## src/rtl/counter_step_ctrl_if.sv

```systemverilog
// Button/strobe bundle between the operator panel and the step-counter control.
// Raw buttons flow toward the controller; strobes and mode flag flow back.
interface counter_step_ctrl_if;
  logic btn_add;
  logic btn_minus;
  logic btn_pause;
  logic inc;
  logic dec;
  logic running;

  // panel / testbench side: drives buttons, watches strobes
  modport master (
    output btn_add, btn_minus, btn_pause,
    input  inc, dec, running
  );

  // controller side
  modport slave (
    input  btn_add, btn_minus, btn_pause,
    output inc, dec, running
  );
endinterface

```

## src/rtl/counter_step_ctrl.sv

```systemverilog
// Control front-end for the up/down step counter: per-button sync + debounce +
// rising-edge detect, then a RUN/HOLD mode machine that issues one-cycle
// inc/dec strobes (periodic ticks in RUN, operator steps in HOLD).

// One button lane: 2-flop synchronizer, consecutive-sample debounce filter and
// press (rising edge of the filtered level) detector.
module counter_step_btn #(
  parameter int DB_CYCLES = 4
) (
  input  logic clk,
  input  logic reset,
  input  logic raw,
  output logic press
);
  localparam int CW = $clog2(DB_CYCLES + 1);
  localparam logic [CW-1:0] CNT_LAST = CW'(DB_CYCLES - 1);

  logic          s1, s2;
  logic          filt, filt_d;
  logic [CW-1:0] cnt;

  // two-flop synchronizer for the asynchronous raw level
  always_ff @(posedge clk or negedge reset) begin
    if (!reset) begin
      s1 <= 1'b0;
      s2 <= 1'b0;
    end else begin
      s1 <= raw;
      s2 <= s1;
    end
  end

  // accept a new level only after DB_CYCLES consecutive disagreeing samples;
  // any agreeing sample restarts the count
  always_ff @(posedge clk or negedge reset) begin
    if (!reset) begin
      filt <= 1'b0;
      cnt  <= '0;
    end else if (s2 == filt) begin
      cnt  <= '0;
    end else if (cnt == CNT_LAST) begin
      filt <= s2;
      cnt  <= '0;
    end else begin
      cnt  <= cnt + CW'(1);
    end
  end

  // one-cycle delayed copy of the filtered level for edge detection
  always_ff @(posedge clk or negedge reset) begin
    if (!reset) filt_d <= 1'b0;
    else        filt_d <= filt;
  end

  // press only; releases produce nothing
  assign press = filt & ~filt_d;
endmodule

module counter_step_ctrl #(
  parameter int DB_CYCLES = 4,
  parameter int TICK_DIV  = 8
) (
  input logic                clk,
  input logic                reset,
  counter_step_ctrl_if.slave bus
);
  localparam int NUM_BTN   = 3;
  localparam int BTN_ADD   = 0;
  localparam int BTN_MINUS = 1;
  localparam int BTN_PAUSE = 2;
  localparam int PW        = $clog2(TICK_DIV);
  localparam logic [PW-1:0] PRE_LAST = PW'(TICK_DIV - 1);

  typedef enum logic {
    HOLD = 1'b0,
    RUN  = 1'b1
  } mode_e;

  logic [NUM_BTN-1:0] raw;
  logic [NUM_BTN-1:0] press;

  assign raw = {bus.btn_pause, bus.btn_minus, bus.btn_add};

  // identical conditioning lane per button
  for (genvar g = 0; g < NUM_BTN; g++) begin : g_btn
    counter_step_btn #(
      .DB_CYCLES(DB_CYCLES)
    ) u_btn (
      .clk  (clk),
      .reset(reset),
      .raw  (raw[g]),
      .press(press[g])
    );
  end

  logic add_p, minus_p, pause_p;
  assign add_p   = press[BTN_ADD];
  assign minus_p = press[BTN_MINUS];
  assign pause_p = press[BTN_PAUSE];

  mode_e         mode;
  logic [PW-1:0] pre;
  logic          inc_q;
  logic          dec_q;

  // mode machine with registered strobes; a pause press overrides any tick
  // or step that would otherwise fire on the same edge, and restarts the
  // prescaler so the first RUN tick lands TICK_DIV edges after entry
  always_ff @(posedge clk or negedge reset) begin
    if (!reset) begin
      mode  <= RUN;
      pre   <= '0;
      inc_q <= 1'b0;
      dec_q <= 1'b0;
    end else if (pause_p) begin
      mode  <= (mode == RUN) ? HOLD : RUN;
      pre   <= '0;
      inc_q <= 1'b0;
      dec_q <= 1'b0;
    end else begin
      case (mode)
        RUN: begin
          pre   <= (pre == PRE_LAST) ? '0 : pre + PW'(1);
          inc_q <= (pre == PRE_LAST);
          dec_q <= 1'b0;
        end
        default: begin
          // simultaneous add+minus cancel each other
          pre   <= '0;
          inc_q <= add_p & ~minus_p;
          dec_q <= minus_p & ~add_p;
        end
      endcase
    end
  end

  assign bus.inc     = inc_q;
  assign bus.dec     = dec_q;
  assign bus.running = (mode == RUN);
endmodule

```

## src/flat_wrapper.sv

```systemverilog
// flat-port wrapper written by rule: the top's interface ports become plain ports
module counter_step_ctrl_flat 
#(
  parameter int DB_CYCLES = 4,
  parameter int TICK_DIV  = 8
)
  (clk, reset, bus_btn_add, bus_btn_minus, bus_btn_pause, bus_inc, bus_dec, bus_running);
  counter_step_ctrl_if bus_i ();
  input logic clk;
  input logic reset;
  input wire logic [$bits(bus_i.btn_add)-1:0] bus_btn_add;
  input wire logic [$bits(bus_i.btn_minus)-1:0] bus_btn_minus;
  input wire logic [$bits(bus_i.btn_pause)-1:0] bus_btn_pause;
  output wire logic [$bits(bus_i.inc)-1:0] bus_inc;
  output wire logic [$bits(bus_i.dec)-1:0] bus_dec;
  output wire logic [$bits(bus_i.running)-1:0] bus_running;
  assign bus_i.btn_add = bus_btn_add;
  assign bus_i.btn_minus = bus_btn_minus;
  assign bus_i.btn_pause = bus_btn_pause;
  assign bus_inc = bus_i.inc;
  assign bus_dec = bus_i.dec;
  assign bus_running = bus_i.running;
  counter_step_ctrl #(.DB_CYCLES(DB_CYCLES), .TICK_DIV(TICK_DIV)) u_core (.clk(clk), .reset(reset), .bus(bus_i));
endmodule
```

## config.mk

```make
export PLATFORM = sky130hd
export DESIGN_NAME = counter_step_ctrl_flat
export DESIGN_NICKNAME = d
export VERILOG_FILES = /design/src/rtl/counter_step_ctrl_if.sv /design/src/rtl/counter_step_ctrl.sv /design/src/flat_wrapper.sv
export SDC_FILE = /design/constraint.sdc
export NUM_CORES = 1
export LEC_CHECK = 0
export ABC_CLOCK_PERIOD_IN_PS = 1350
export BUFFER_PORTS_ARGS = -buffer_cell sky130_fd_sc_hd__clkbuf_2
export CORE_ASPECT_RATIO = 0.9
export CORE_MARGIN = 3
export CORE_UTILIZATION = 50
export CTS_CLUSTER_DIAMETER = 150
export DETAILED_ROUTE_END_ITERATION = 8
export PLACE_DENSITY = 0.77
export SLEW_MARGIN = 10
export SYNTH_ARGS = -nofsm -noshare
export SYNTH_HDL_FRONTEND = slang
export SYNTH_SLANG_ARGS = --single-unit
```

## constraint.sdc

```tcl
create_clock -name clk -period 1.35 [get_ports clk]
set_input_delay 0 -clock clk [delete_from_list [all_inputs] [get_ports clk]]
set_output_delay 0 -clock clk [all_outputs]
set_load 0.02 [all_outputs]
```

==> summary.txt, run 1 <==
========================================================================================
Total half-perimeter wirelength after legalization and detailed placement .       806 µm
Number of buffers inserted during clock tree synthesis ....................            3
Number of nets at the end of the flow .....................................           89
Reg-to-reg critical path startpoint ....................................... u_core.g_btn[2].u_btn.cnt[0]$_DFF_PN0_
Synth Cell Area ...........................................................      955 µm²
DRC violation count after routing .........................................            0
Endpoints failing setup ...................................................            0
Sw power ..................................................................     0.612 mW
Part of the total power dissipated in sequential elements .................        0.588
Hold Crit Class ...........................................................  in -> async
First-iteration detailed-routing DRC count ................................            4
Cells after DPL ...........................................................           94
Clk_lat worst skew ........................................................      0.32 ns
Vias in the first global route ............................................          483
Clock Tree Buf Depth ......................................................            2
Slew at the pin with the worst max-slew slack .............................     0.633 ns
GRT Resource Usage Total ..................................................        0.121
Worst setup path category .................................................   reg -> reg
Startpoint type of the worst setup path ...................................         flop
Category of cells accounting for the largest share of critical-path delay .   flip-flops
First-pass GRT wire length ................................................      2.05 mm
Fill count ................................................................          136
Delay of the slowest cell on the worst path ...............................      0.37 ns
Critical path origin ...................................................... u_core.g_btn[2].u_btn.cnt[0]$_DFF_PN0_
H-tree level count ........................................................            1
Antenna Violating Nets Remaining ..........................................            0
Net switching share of the total power ....................................        0.302
Number of instances in the synthesized netlist ............................           63
Synthesized flop and latch total ..........................................           27
Via count .................................................................          498
Buffering stage count on the worst path with inverters included ...........            0
Unique cell type count in the Yosys netlist ...............................           15
Antenna violations before repair ..........................................            0
PortBufs ..................................................................            7
Largest net degree at the start of global routing .........................           28
Final period util .........................................................        0.926
Layout cells sized above 1 ................................................        0.154
CTS clock-pin slew for the worst setup and hold paths .....................      0.13 ns
Average instance area after synthesis .....................................     15.2 µm²
Height of the die .........................................................      47.5 µm
Post-synthesis sequential area ratio ......................................        0.709
Power Dens Cells ..........................................................  1860 nW/µm²
Antenna fix cells .........................................................            0
Combinational share of power ..............................................        0.250
TritonCTS clock tree ......................................................        built
Hold Violations, Final ....................................................            0
Die outline area ..........................................................     2470 µm²
Setup repair after global routing missed its margin .......................           no
Cell row count ............................................................           14
Max Fclk ..................................................................    0.800 GHz
DRT Wirelength ............................................................      1.15 mm
Skew final ................................................................   0.00457 ns
Number of synthesis warnings ..............................................            0
Syn nets ..................................................................           73
Largest driver fanout on the critical path ................................            3
RD Place Congestion .......................................................        0.580
Clock sink count ..........................................................           27
Max-cap violations ........................................................            0
Hold buffer count at cts ..................................................            4
Starting Density ..........................................................        0.551
Number of max-slew violations in the final report .........................            0
Die Span X ................................................................      52.1 µm
Critical path, cell by cell ............................................... ha_1 > nor2b_1 > mux2_1
GR Overflow Total .........................................................            0
Internal portion of total power ...........................................      1.41 mW
Core occupancy in the finished layout .....................................        0.627
Number of optimization iterations in the first detailed-route pass ........            2
Final routed wire length divided by cell count ............................      11.3 µm
CP arrival ................................................................      1.46 ns
Clock root cell ...........................................................     clkbuf_4
Static leakage ............................................................     0.532 nW
Worst VDD drop ............................................................     0.899 mV
Resized Gates After CTS ...................................................            0
Min Clock Period, post-route ..............................................      1.25 ns
Relative slew margins .....................................................        0.578
Post-CTS Setup Inserts ....................................................            0
Clock power share .........................................................        0.162
Accumulated negative setup slack ..........................................         0 ns
Slowest cell on crit path .................................................      dfrtp_1
Ratio of routed vias to standard cells ....................................         4.88
I/O Pins ..................................................................            8
Status ....................................................................    completed
CP required ...............................................................      1.56 ns
Worst Setup End Kind ......................................................         flop
Core Box Area .............................................................     1730 µm²
Number of standard cells in the final layout excluding fillers ............          102
Layout Area Growth over Synthesis .........................................        13.9%
========================================================================================
-- worst reg2reg max path, cell delays in order, from the launching register on --
cell and delay (ns):
dfrtp_1 0.37, ha_1 0.16, nor2b_1 0.26, mux2_1 0.36
-- stage by stage --
step,area (µm²),power [mW],hold slack [ns],setup WS [ns]
floorplan,955,1.56,-0.296,0.217
global placement,1020,1.68,0.0469,0.175
detailed placement,1020,1.71,0.0528,0.124
CTS,1090,2.06,0.227,0.0972
global route,1090,2.19,0.248,0.0254
finish,1090,2.02,0.213,0.0996
-- sequential cells by signal, indices dropped and copies added, names as in the netlist --
register / flops
u_core.g_btn.u_btn.s2: 3
u_core.bus.dec: 1
u_core.g_btn.u_btn.cnt: 9
u_core.bus.inc: 1
u_core.g_btn.u_btn.filt_d: 3
u_core.g_btn.u_btn.filt: 3
u_core.bus.running: 1
u_core.pre: 3
u_core.g_btn.u_btn.s1: 3
-- kinds of logic after synthesis --
group	Yosys count	share of synthesized area
buf+inv	1	0.00393
mux	3	0.0354
flops	27	0.709
xor+xnor	4	0.0367
fa+ha+maj	5	0.0655
simple gates	21	0.136
compound gates	2	0.0131
-- path summary, 6_finish.rpt --
| check | endpoint | slack (ns) | depth (start not counted) |
|---|---|---|---|
| setup / recovery | u_core.g_btn[2].u_btn.filt$_DFFE_PN0P_ | 0.1 | 3 |
| hold / removal | u_core.g_btn[1].u_btn.filt_d$_DFF_PN0_ | 0.21 | 2 |
| setup reg to reg | u_core.g_btn[2].u_btn.filt$_DFFE_PN0P_ | 0.1 | 3 |
| hold reg to reg | u_core.g_btn[1].u_btn.s2$_DFF_PN0_ | 0.36 | 0 |
| max in group asynchronous | u_core.g_btn[2].u_btn.cnt[0]$_DFF_PN0_ | 0.73 | 2 |
| min in group clk | u_core.g_btn[2].u_btn.s1$_DFF_PN0_ | 0.32 | 2 |
-- cell usage after synthesis --
cell	instances	share of area
nor3_1	4	0.021
nand2b_1	1	0.0066
nand2_1	2	0.0079
dfrtp_1	26	0.68
xnor2_1	4	0.037
ha_1	5	0.066
dfstp_2	1	0.028
nor3b_1	6	0.047
and3_1	2	0.013
inv_1	1	0.0039
o21ai_0	1	0.0052
or4_1	1	0.0079
nor2b_1	5	0.033
mux2_1	3	0.035
a21boi_1	1	0.0079
-- cell usage in the layout (no fill, tap or decap) --
cell type	Yosys	routed
dfrtp_1	26	26
clkbuf_2	0	7
nor3b_1	6	6
nor2b_1	5	5
ha_1	5	5
xnor2_1	4	4
nor3_1	4	4
dlygate4sd3_1	0	4
mux2_1	3	3
clkbuf_4	0	3
and3_1	2	2
nand2_1	2	2
nand2b_1	1	1
inv_1	1	1
o21ai_0	1	1
or4_1	1	1
a21boi_1	1	1
clkinv_2	0	1
dfstp_2	1	1
-- metal layers --
layer	track usage	routed length (µm)	vias to the layer above	part of all wire
li1	-	-	249	-
met1	0.149	589	236	0.51
met2	0.188	477	11	0.41
met3	0.0561	74	2	0.064
met4	0.0471	12	0	0.010
met5	0	0	-	0
-- power groups by stage --
| stage | logic (mW) | registers, mW | clock network [mW] |
|---|---|---|---|
| floorplan | 0.340 | 1.22 | 0 |
| finish | 0.505 | 1.19 | 0.329 |
| CTS | 0.519 | 1.19 | 0.348 |
| global placement | 0.480 | 1.20 | 0 |
| global route | 0.583 | 1.22 | 0.382 |
| detailed placement | 0.506 | 1.21 | 0 |
-- layout make-up --
type	instances	area, µm²	area share
inverters	1	3.75	0.00345
well taps	24	30.0	0.0276
clock buffers	3	22.5	0.0207
multi-input cells	35	274	0.252
clock inverters	1	5.00	0.00460
repair buffers	11	75.1	0.0690
flip-flops and latches	27	677	0.623
No activity file was read; power rests on OpenSTA's default activity.
==> run 2, diff against run 1 <==
--- a/config.mk
+++ b/config.mk
@@ -5,7 +5,7 @@
 export SDC_FILE = /design/constraint.sdc
 export NUM_CORES = 1
 export LEC_CHECK = 0
-export ABC_CLOCK_PERIOD_IN_PS = 1350
+export ABC_CLOCK_PERIOD_IN_PS = 1300
 export BUFFER_PORTS_ARGS = -buffer_cell sky130_fd_sc_hd__clkbuf_2
 export CORE_ASPECT_RATIO = 0.9
 export CORE_MARGIN = 3
@@ -13,7 +13,6 @@
 export CTS_CLUSTER_DIAMETER = 150
 export DETAILED_ROUTE_END_ITERATION = 8
 export PLACE_DENSITY = 0.77
-export SLEW_MARGIN = 10
 export SYNTH_ARGS = -nofsm -noshare
 export SYNTH_HDL_FRONTEND = slang
 export SYNTH_SLANG_ARGS = --single-unit
==> constraint.sdc (replaced) <==
create_clock -name clk -period 1.3 [get_ports clk]
set_input_delay 0 -clock clk [delete_from_list [all_inputs] [get_ports clk]]
set_output_delay 0 -clock clk [all_outputs]
set_load 0.02 [all_outputs]
==> run 2 against run 1 <==
Die area is the same. Critical endpoint unchanged. Largest cell class unchanged. Count of clock-buffer cells in the layout is the same. Design area grew 0.46%. Critical path depth is the same. Clock power grew 4%. Worst setup slack gained 0.0031 ns. Largest power group unchanged. Clock skew is essentially flat.
==> summary.txt, run 2 (synthesis gave the netlist of run 1 again) <==
========================================================================================
Status ....................................................................    completed
Combinational share of power ..............................................        0.251
Final worst setup slack ...................................................     0.103 ns
Largest net degree at the start of global routing .........................           28
Layout Area Growth over Synthesis .........................................        14.4%
Power Dens Cells ..........................................................  1930 nW/µm²
DRC violation count after routing .........................................            0
Max Fclk ..................................................................    0.835 GHz
Instance area after placement .............................................     1020 µm²
Reg-to-reg critical path startpoint ....................................... u_core.g_btn[2].u_btn.cnt[0]$_DFF_PN0_
Layout cells sized above 1 ................................................        0.179
First-pass GRT wire length ................................................      2.05 mm
Number of max-slew violations in the final report .........................            0
Height of the die .........................................................      47.5 µm
Clock Tree Buf Depth ......................................................            2
Antenna fix cells .........................................................            0
Number of optimization iterations in the first detailed-route pass ........            2
Overall power .............................................................      2.10 mW
Max-cap violations ........................................................            0
Total half-perimeter wirelength after legalization and detailed placement .       806 µm
Number of flip-flops under the largest register name ......................            9
Part of the total power dissipated in sequential elements .................        0.587
Min Clock Period, post-route ..............................................      1.20 ns
Number of cells on the worst reg-to-reg path ..............................            3
Hold Violations, Final ....................................................            0
Ratio of routed vias to standard cells ....................................         4.87
Antenna Violating Nets Remaining ..........................................            0
Endpoints failing setup ...................................................            0
Endpoint of the worst-slack reg-to-reg timing path ........................ u_core.g_btn[2].u_btn.filt$_DFFE_PN0P_
Number of nets at the end of the flow .....................................           89
Cell row count ............................................................           14
Cells after DPL ...........................................................           94
DRT Wirelength ............................................................      1.16 mm
I/O Pins ..................................................................            8
TritonCTS clock tree ......................................................        built
Static leakage ............................................................     0.532 nW
GR Overflow Total .........................................................            0
Relative slew margins .....................................................        0.578
Clk_lat worst skew ........................................................      0.31 ns
Final period util .........................................................        0.921
Core Box Area .............................................................     1730 µm²
PortBufs ..................................................................            7
Worst slack, placed .......................................................    0.0739 ns
Worst VDD drop ............................................................     0.934 mV
GRT Resource Usage Total ..................................................        0.121
Starting Density ..........................................................        0.551
Number of buffers inserted during clock tree synthesis ....................            3
Top library cells by usage in the layout, fill and taps aside ............. dfrtp_1 (26), clkbuf_2 (7), nor3b_1 (6)
Antenna violations before repair ..........................................            0
CP arrival ................................................................      1.41 ns
Clock root cell ...........................................................     clkbuf_4
Sw power ..................................................................     0.635 mW
Setup slack on the worst flop-to-flop path ................................      0.10 ns
Slew at the pin with the worst max-slew slack .............................     0.632 ns
Net switching share of the total power ....................................        0.302
CTS clock-pin slew for the worst setup and hold paths .....................      0.13 ns
RD Place Congestion .......................................................        0.580
Via count .................................................................          497
Worst setup path category .................................................   reg -> reg
Clock power share .........................................................        0.162
Number of standard cells in the final layout excluding fillers ............          102
CP required ...............................................................      1.51 ns
Skew final ................................................................   0.00412 ns
Startpoint type of the worst setup path ...................................         flop
Hold Crit Class ...........................................................  in -> async
Worst hold-check slack ....................................................     0.214 ns
Die outline area ..........................................................     2470 µm²
Die Span X ................................................................      52.1 µm
Largest driver fanout on the critical path ................................            3
Vias in the first global route ............................................          483
First-iteration detailed-routing DRC count ................................            3
Clock sink count ..........................................................           27
Final routed wire length divided by cell count ............................      11.3 µm
Internal portion of total power ...........................................      1.47 mW
Core occupancy in the finished layout .....................................        0.630
Finished Cell Area ........................................................     1090 µm²
H-tree level count ........................................................            1
Worst Setup End Kind ......................................................         flop
Accumulated negative setup slack ..........................................         0 ns
Reg with most FFs ......................................................... u_core.g_btn.u_btn.cnt
Setup repair after global routing missed its margin .......................           no
Commonest non-fill, non-tap cell in the layout ............................      dfrtp_1
========================================================================================
==> run 2: area by class of cell <==
cell class              count  area (µm²)
flip-flops and latches     27         677
fillers                   136         642
multi-input cells          35         279
repair buffers             11        75.1
well taps                  24        30.0
clock buffers               3        22.5
clock inverters             1        5.00
inverters                   1        3.75
==> run 2: worst max-delay path, stage by stage, from the launching register on <==
cell	delay, ns
dfrtp_1	0.40
ha_1	0.21
nor2b_2	0.17
mux2_1	0.31
==> run 2: power groups by stage <==
stage / Combinational [mW] / Clock [mW] / Sequential [mW]
6_report: 0.527 / 0.341 / 1.24
2_1_floorplan: 0.353 / 0 / 1.27
3_5_place_dp: 0.525 / 0 / 1.26
5_1_grt: 0.609 / 0.397 / 1.27
4_1_cts: 0.538 / 0.361 / 1.24
3_3_place_gp: 0.499 / 0 / 1.24
==> run 2: worst max path at each step <==
stage,end,slack [ns],from
2_1_floorplan,u_core.bus.inc$_DFF_PN0_,0.17,u_core.bus.running$_DFFE_PN1P_
3_3_place_gp,u_core.g_btn[1].u_btn.filt$_DFFE_PN0P_,0.12,u_core.g_btn[1].u_btn.cnt[0]$_DFF_PN0_
3_5_place_dp,u_core.g_btn[2].u_btn.filt$_DFFE_PN0P_,0.07,u_core.g_btn[2].u_btn.cnt[0]$_DFF_PN0_
4_1_cts,u_core.g_btn[2].u_btn.filt$_DFFE_PN0P_,0.05,u_core.g_btn[2].u_btn.cnt[0]$_DFF_PN0_
5_1_grt,u_core.bus.inc$_DFF_PN0_,0.00003,u_core.g_btn[0].u_btn.filt$_DFFE_PN0P_
6_report,u_core.g_btn[2].u_btn.filt$_DFFE_PN0P_,0.10,u_core.g_btn[2].u_btn.cnt[0]$_DFF_PN0_
==> run 2: metal layers <==
metal,part of all wire,vias to the layer above,global-route usage
met2,0.42,11,0.188
li1,-,248,-
met3,0.064,2,0.0561
met5,0,-,0
met1,0.50,236,0.149
met4,0.010,0,0.0471
==> run 2: timing repair <==
action,CTS,global route
buffers inserted,0,0
endpoints found under the setup margin,0,2
endpoints found under the hold margin,29,0
hold buffers,4,0
gates resized for setup,0,2
==> run 3, diff against run 2 <==
--- a/config.mk
+++ b/config.mk
@@ -6,13 +6,14 @@
 export NUM_CORES = 1
 export LEC_CHECK = 0
 export ABC_CLOCK_PERIOD_IN_PS = 1300
-export BUFFER_PORTS_ARGS = -buffer_cell sky130_fd_sc_hd__clkbuf_2
 export CORE_ASPECT_RATIO = 0.9
 export CORE_MARGIN = 3
 export CORE_UTILIZATION = 50
 export CTS_CLUSTER_DIAMETER = 150
 export DETAILED_ROUTE_END_ITERATION = 8
-export PLACE_DENSITY = 0.77
+export DONT_BUFFER_PORTS = 1
+export PLACE_DENSITY = 0.73
 export SYNTH_ARGS = -nofsm -noshare
 export SYNTH_HDL_FRONTEND = slang
+export SYNTH_HIERARCHICAL = 1
 export SYNTH_SLANG_ARGS = --single-unit
==> run 3 against run 2 <==
First-iteration DRC count decreased by 33%. Hold slack got worse by 0.11 ns. Sequential cell count did not move. Sequential power grew 3%. Register-to-register slack about the same. Synthesized cell count shrank 3.2%. Routed wire length rose by 1.0%. Clock power increased by 9.1%. Non-clock buffer count decreased by 6. Synthesized area increased by 5.2%. Critical endpoint is now u_core/g_btn[1].u_btn/filt$_DFFE_PN0P_. Largest cell class unchanged. Largest power group unchanged.
==> summary.txt, run 3 <==
========================================================================================
Slowest cell on crit path .................................................      dfrtp_1
Skew final ................................................................   0.00551 ns
Number of standard cells in the final layout excluding fillers ............           94
Leading post-synthesis cells by cell area ................................. dfrtp_1 (65%), ha_1 (6.2%), nor2b_4 (4.1%)
Status ....................................................................    completed
Height of the die .........................................................      48.5 µm
Most common cell in the netlist ...........................................      dfrtp_1
Post-CTS Setup Inserts ....................................................            0
CP arrival ................................................................      1.42 ns
Synth Cell Area ...........................................................     1000 µm²
DRC violation count after routing .........................................            0
Static leakage ............................................................     0.517 nW
First-pass GRT wire length ................................................      2.15 mm
Largest driver fanout on the critical path ................................            3
Syn nets ..................................................................           71
Via count .................................................................          482
Number of buffers inserted during clock tree synthesis ....................            3
Clk_lat worst skew ........................................................      0.32 ns
Delay of the slowest cell on the worst path ...............................      0.38 ns
Endpoints failing setup ...................................................            0
Synth cell count leaders .................................................. dfrtp_1 (26), ha_1 (5)
Final routed wire length divided by cell count ............................      12.4 µm
Cell row count ............................................................           14
Count of flip-flops with a built-in enable after synthesis ................            0
Vias in the first global route ............................................          501
Hold Violations, Final ....................................................            0
Clock root cell ...........................................................     clkbuf_4
Buffering stage count on the worst path with inverters included ...........            0
CP required ...............................................................      1.53 ns
Setup repair after global routing missed its margin .......................           no
Starting Density ..........................................................        0.562
Cells after DPL ...........................................................           85
CTS clock-pin slew for the worst setup and hold paths .....................      0.15 ns
Synthesized flop and latch total ..........................................           27
Number of instances in the synthesized netlist ............................           61
Cell taking the most area after synthesis .................................      dfrtp_1
Worst Setup End Kind ......................................................         flop
GR Overflow Total .........................................................            0
I/O Pins ..................................................................            8
Share of synthesized registers carrying an async set or reset .............         1.00
Largest net degree at the start of global routing .........................           28
Antenna Violating Nets Remaining ..........................................            0
RD Place Congestion .......................................................        0.588
First-iteration detailed-routing DRC count ................................            2
Relative slew margins .....................................................        0.716
TritonCTS clock tree ......................................................        built
Final period util .........................................................        0.913
Min Clock Period, post-route ..............................................      1.19 ns
Post-synthesis sequential area ratio ......................................        0.674
Finished Cell Area ........................................................     1130 µm²
Overall power .............................................................      2.17 mW
Top library cells by usage in the layout, fill and taps aside ............. dfrtp_1 (26), ha_1 (5), dlygate4sd3_1 (4)
Worst VDD drop ............................................................      1.04 mV
Routing layer with the top usage in global route ..........................         met2
Met3 Track Usage GR .......................................................       0.0675
Sw power ..................................................................     0.656 mW
Net switching share of the total power ....................................        0.302
Layout cells sized above 1 ................................................        0.257
Reg with most FFs ......................................................... u_core/g_btn.u_btn/cnt
Setup slack on the worst flop-to-flop path ................................      0.11 ns
Clock Tree Buf Depth ......................................................            2
Number of synthesis warnings ..............................................            6
Die Span X ................................................................      53.3 µm
Ratio of routed vias to standard cells ....................................         5.13
Internal portion of total power ...........................................      1.52 mW
Number of nets at the end of the flow .....................................           81
Die outline area ..........................................................     2580 µm²
Combinational share of power ..............................................        0.238
Core Box Area .............................................................     1790 µm²
Clock power share .........................................................        0.171
Worst setup path category .................................................   reg -> reg
Hold buffer count at cts ..................................................            5
Average instance area after synthesis .....................................     16.5 µm²
Instance area after placement .............................................     1030 µm²
Resized Gates After CTS ...................................................            0
Part of the total power dissipated in sequential elements .................        0.591
PortBufs ..................................................................            0
GR Layer Usage met2 .......................................................        0.178
Commonest non-fill, non-tap cell in the layout ............................      dfrtp_1
Antenna fix cells .........................................................            0
Total half-perimeter wirelength after legalization and detailed placement .       813 µm
Number of optimization iterations in the first detailed-route pass ........            3
Critical path, cell by cell ............................................... ha_1 > nor2b_4 > mux2_2
Antenna violations before repair ..........................................            0
Fraction of post-synthesis cell area in the top cell type by area .........        0.648
Startpoint type of the worst setup path ...................................         flop
Category of cells accounting for the largest share of critical-path delay .   flip-flops
Unique cell type count in the Yosys netlist ...............................           17
DRT Wirelength ............................................................      1.17 mm
Commonest register cell after synthesis ...................................      dfrtp_1
Core occupancy in the finished layout .....................................        0.630
Max Fclk ..................................................................    0.843 GHz
Layout Area Growth over Synthesis .........................................        12.1%
Slew at the pin with the worst max-slew slack .............................     0.425 ns
Accumulated negative setup slack ..........................................         0 ns
Clock sink count ..........................................................           27
Fraction of met1 tracks used by global routing ............................        0.142
Power Dens Cells ..........................................................  1930 nW/µm²
Number of flip-flops under the largest register name ......................            9
H-tree level count ........................................................            1
Number of max-slew violations in the final report .........................            0
GRT Resource Usage Total ..................................................        0.115
Hold Crit Class ...........................................................  in -> async
Max-cap violations ........................................................            0
========================================================================================
run 3: cell types whose count changed in the layout (fill, tap and decap cells not counted), sizes merged, moves of 2 or more:
cell,before,now
clkbuf,10,3
nor4b,0,2
and3,2,0
and3b,0,2
run 3: power groups by stage:
| stage | clock, mW | combinational, mW | sequential (mW) |
|---|---|---|---|
| final | 0.372 | 0.517 | 1.28 |
| after global routing | 0.436 | 0.591 | 1.32 |
| after CTS | 0.397 | 0.523 | 1.29 |
| after detailed placement | 0 | 0.493 | 1.31 |
| after global placement | 0 | 0.467 | 1.30 |
| after floorplan | 0 | 0.423 | 1.27 |
run 3: worst paths after layout:
check / startpoint / end / depth (start not counted)
max in group asynchronous: reset / u_core/bus.running$_DFFE_PN1P_ / 2
worst max register to register: u_core/g_btn[1].u_btn/cnt[0]$_DFF_PN0_ / u_core/g_btn[1].u_btn/filt$_DFFE_PN0P_ / 3
min in group clk: bus_btn_pause / u_core/g_btn[2].u_btn/s1$_DFF_PN0_ / 1
worst min-delay path: reset / u_core/g_btn[2].u_btn/cnt[0]$_DFF_PN0_ / 2
worst max-delay path: u_core/g_btn[1].u_btn/cnt[0]$_DFF_PN0_ / u_core/g_btn[1].u_btn/filt$_DFFE_PN0P_ / 3
worst min register to register: u_core/g_btn[0].u_btn/s1$_DFF_PN0_ / u_core/g_btn[0].u_btn/s2$_DFF_PN0_ / 0
run 3: cells by family (layout without fill, tap and decap cells):
family,count (synthesis),after routing,share of synthesized area
flip-flops,27,27,0.674
AO/OA/AOI/OAI,1,1,0.00498
multiplexers,3,3,0.0336
XOR/XNOR,4,4,0.0349
adder cells (fa/ha/maj),5,5,0.0623
buffers and inverters,0,9,0
AND/OR/NAND/NOR,21,21,0.191
run 3: layout make-up:
type / instances / area (µm²)
repair buffers: 5 / 60.1
clock inverters: 1 / 8.76
flip-flops and latches: 27 / 677
multi-input cells: 34 / 328
clock buffers: 3 / 22.5
fillers: 133 / 661
well taps: 24 / 30.0
run 3: routing by layer:
| layer | share of wire | up-vias | wire (µm) |
|---|---|---|---|
| met1 | 0.44 | 239 | 509 |
| met5 | 0 | - | 0 |
| li1 | - | 231 | - |
| met2 | 0.50 | 12 | 586 |
| met4 | 0 | 0 | 0 |
| met3 | 0.062 | 0 | 72 |
run 3: per-stage QoR:
| step | setup WS (ns) | hold WS (ns) |
|---|---|---|
| finish | 0.114 | 0.109 |
| global route | 0.0145 | 0.0847 |
| CTS | 0.102 | 0.0808 |
| detailed placement | 0.116 | -0.295 |
| global placement | 0.159 | -0.295 |
| floorplan | 0.188 | -0.296 |
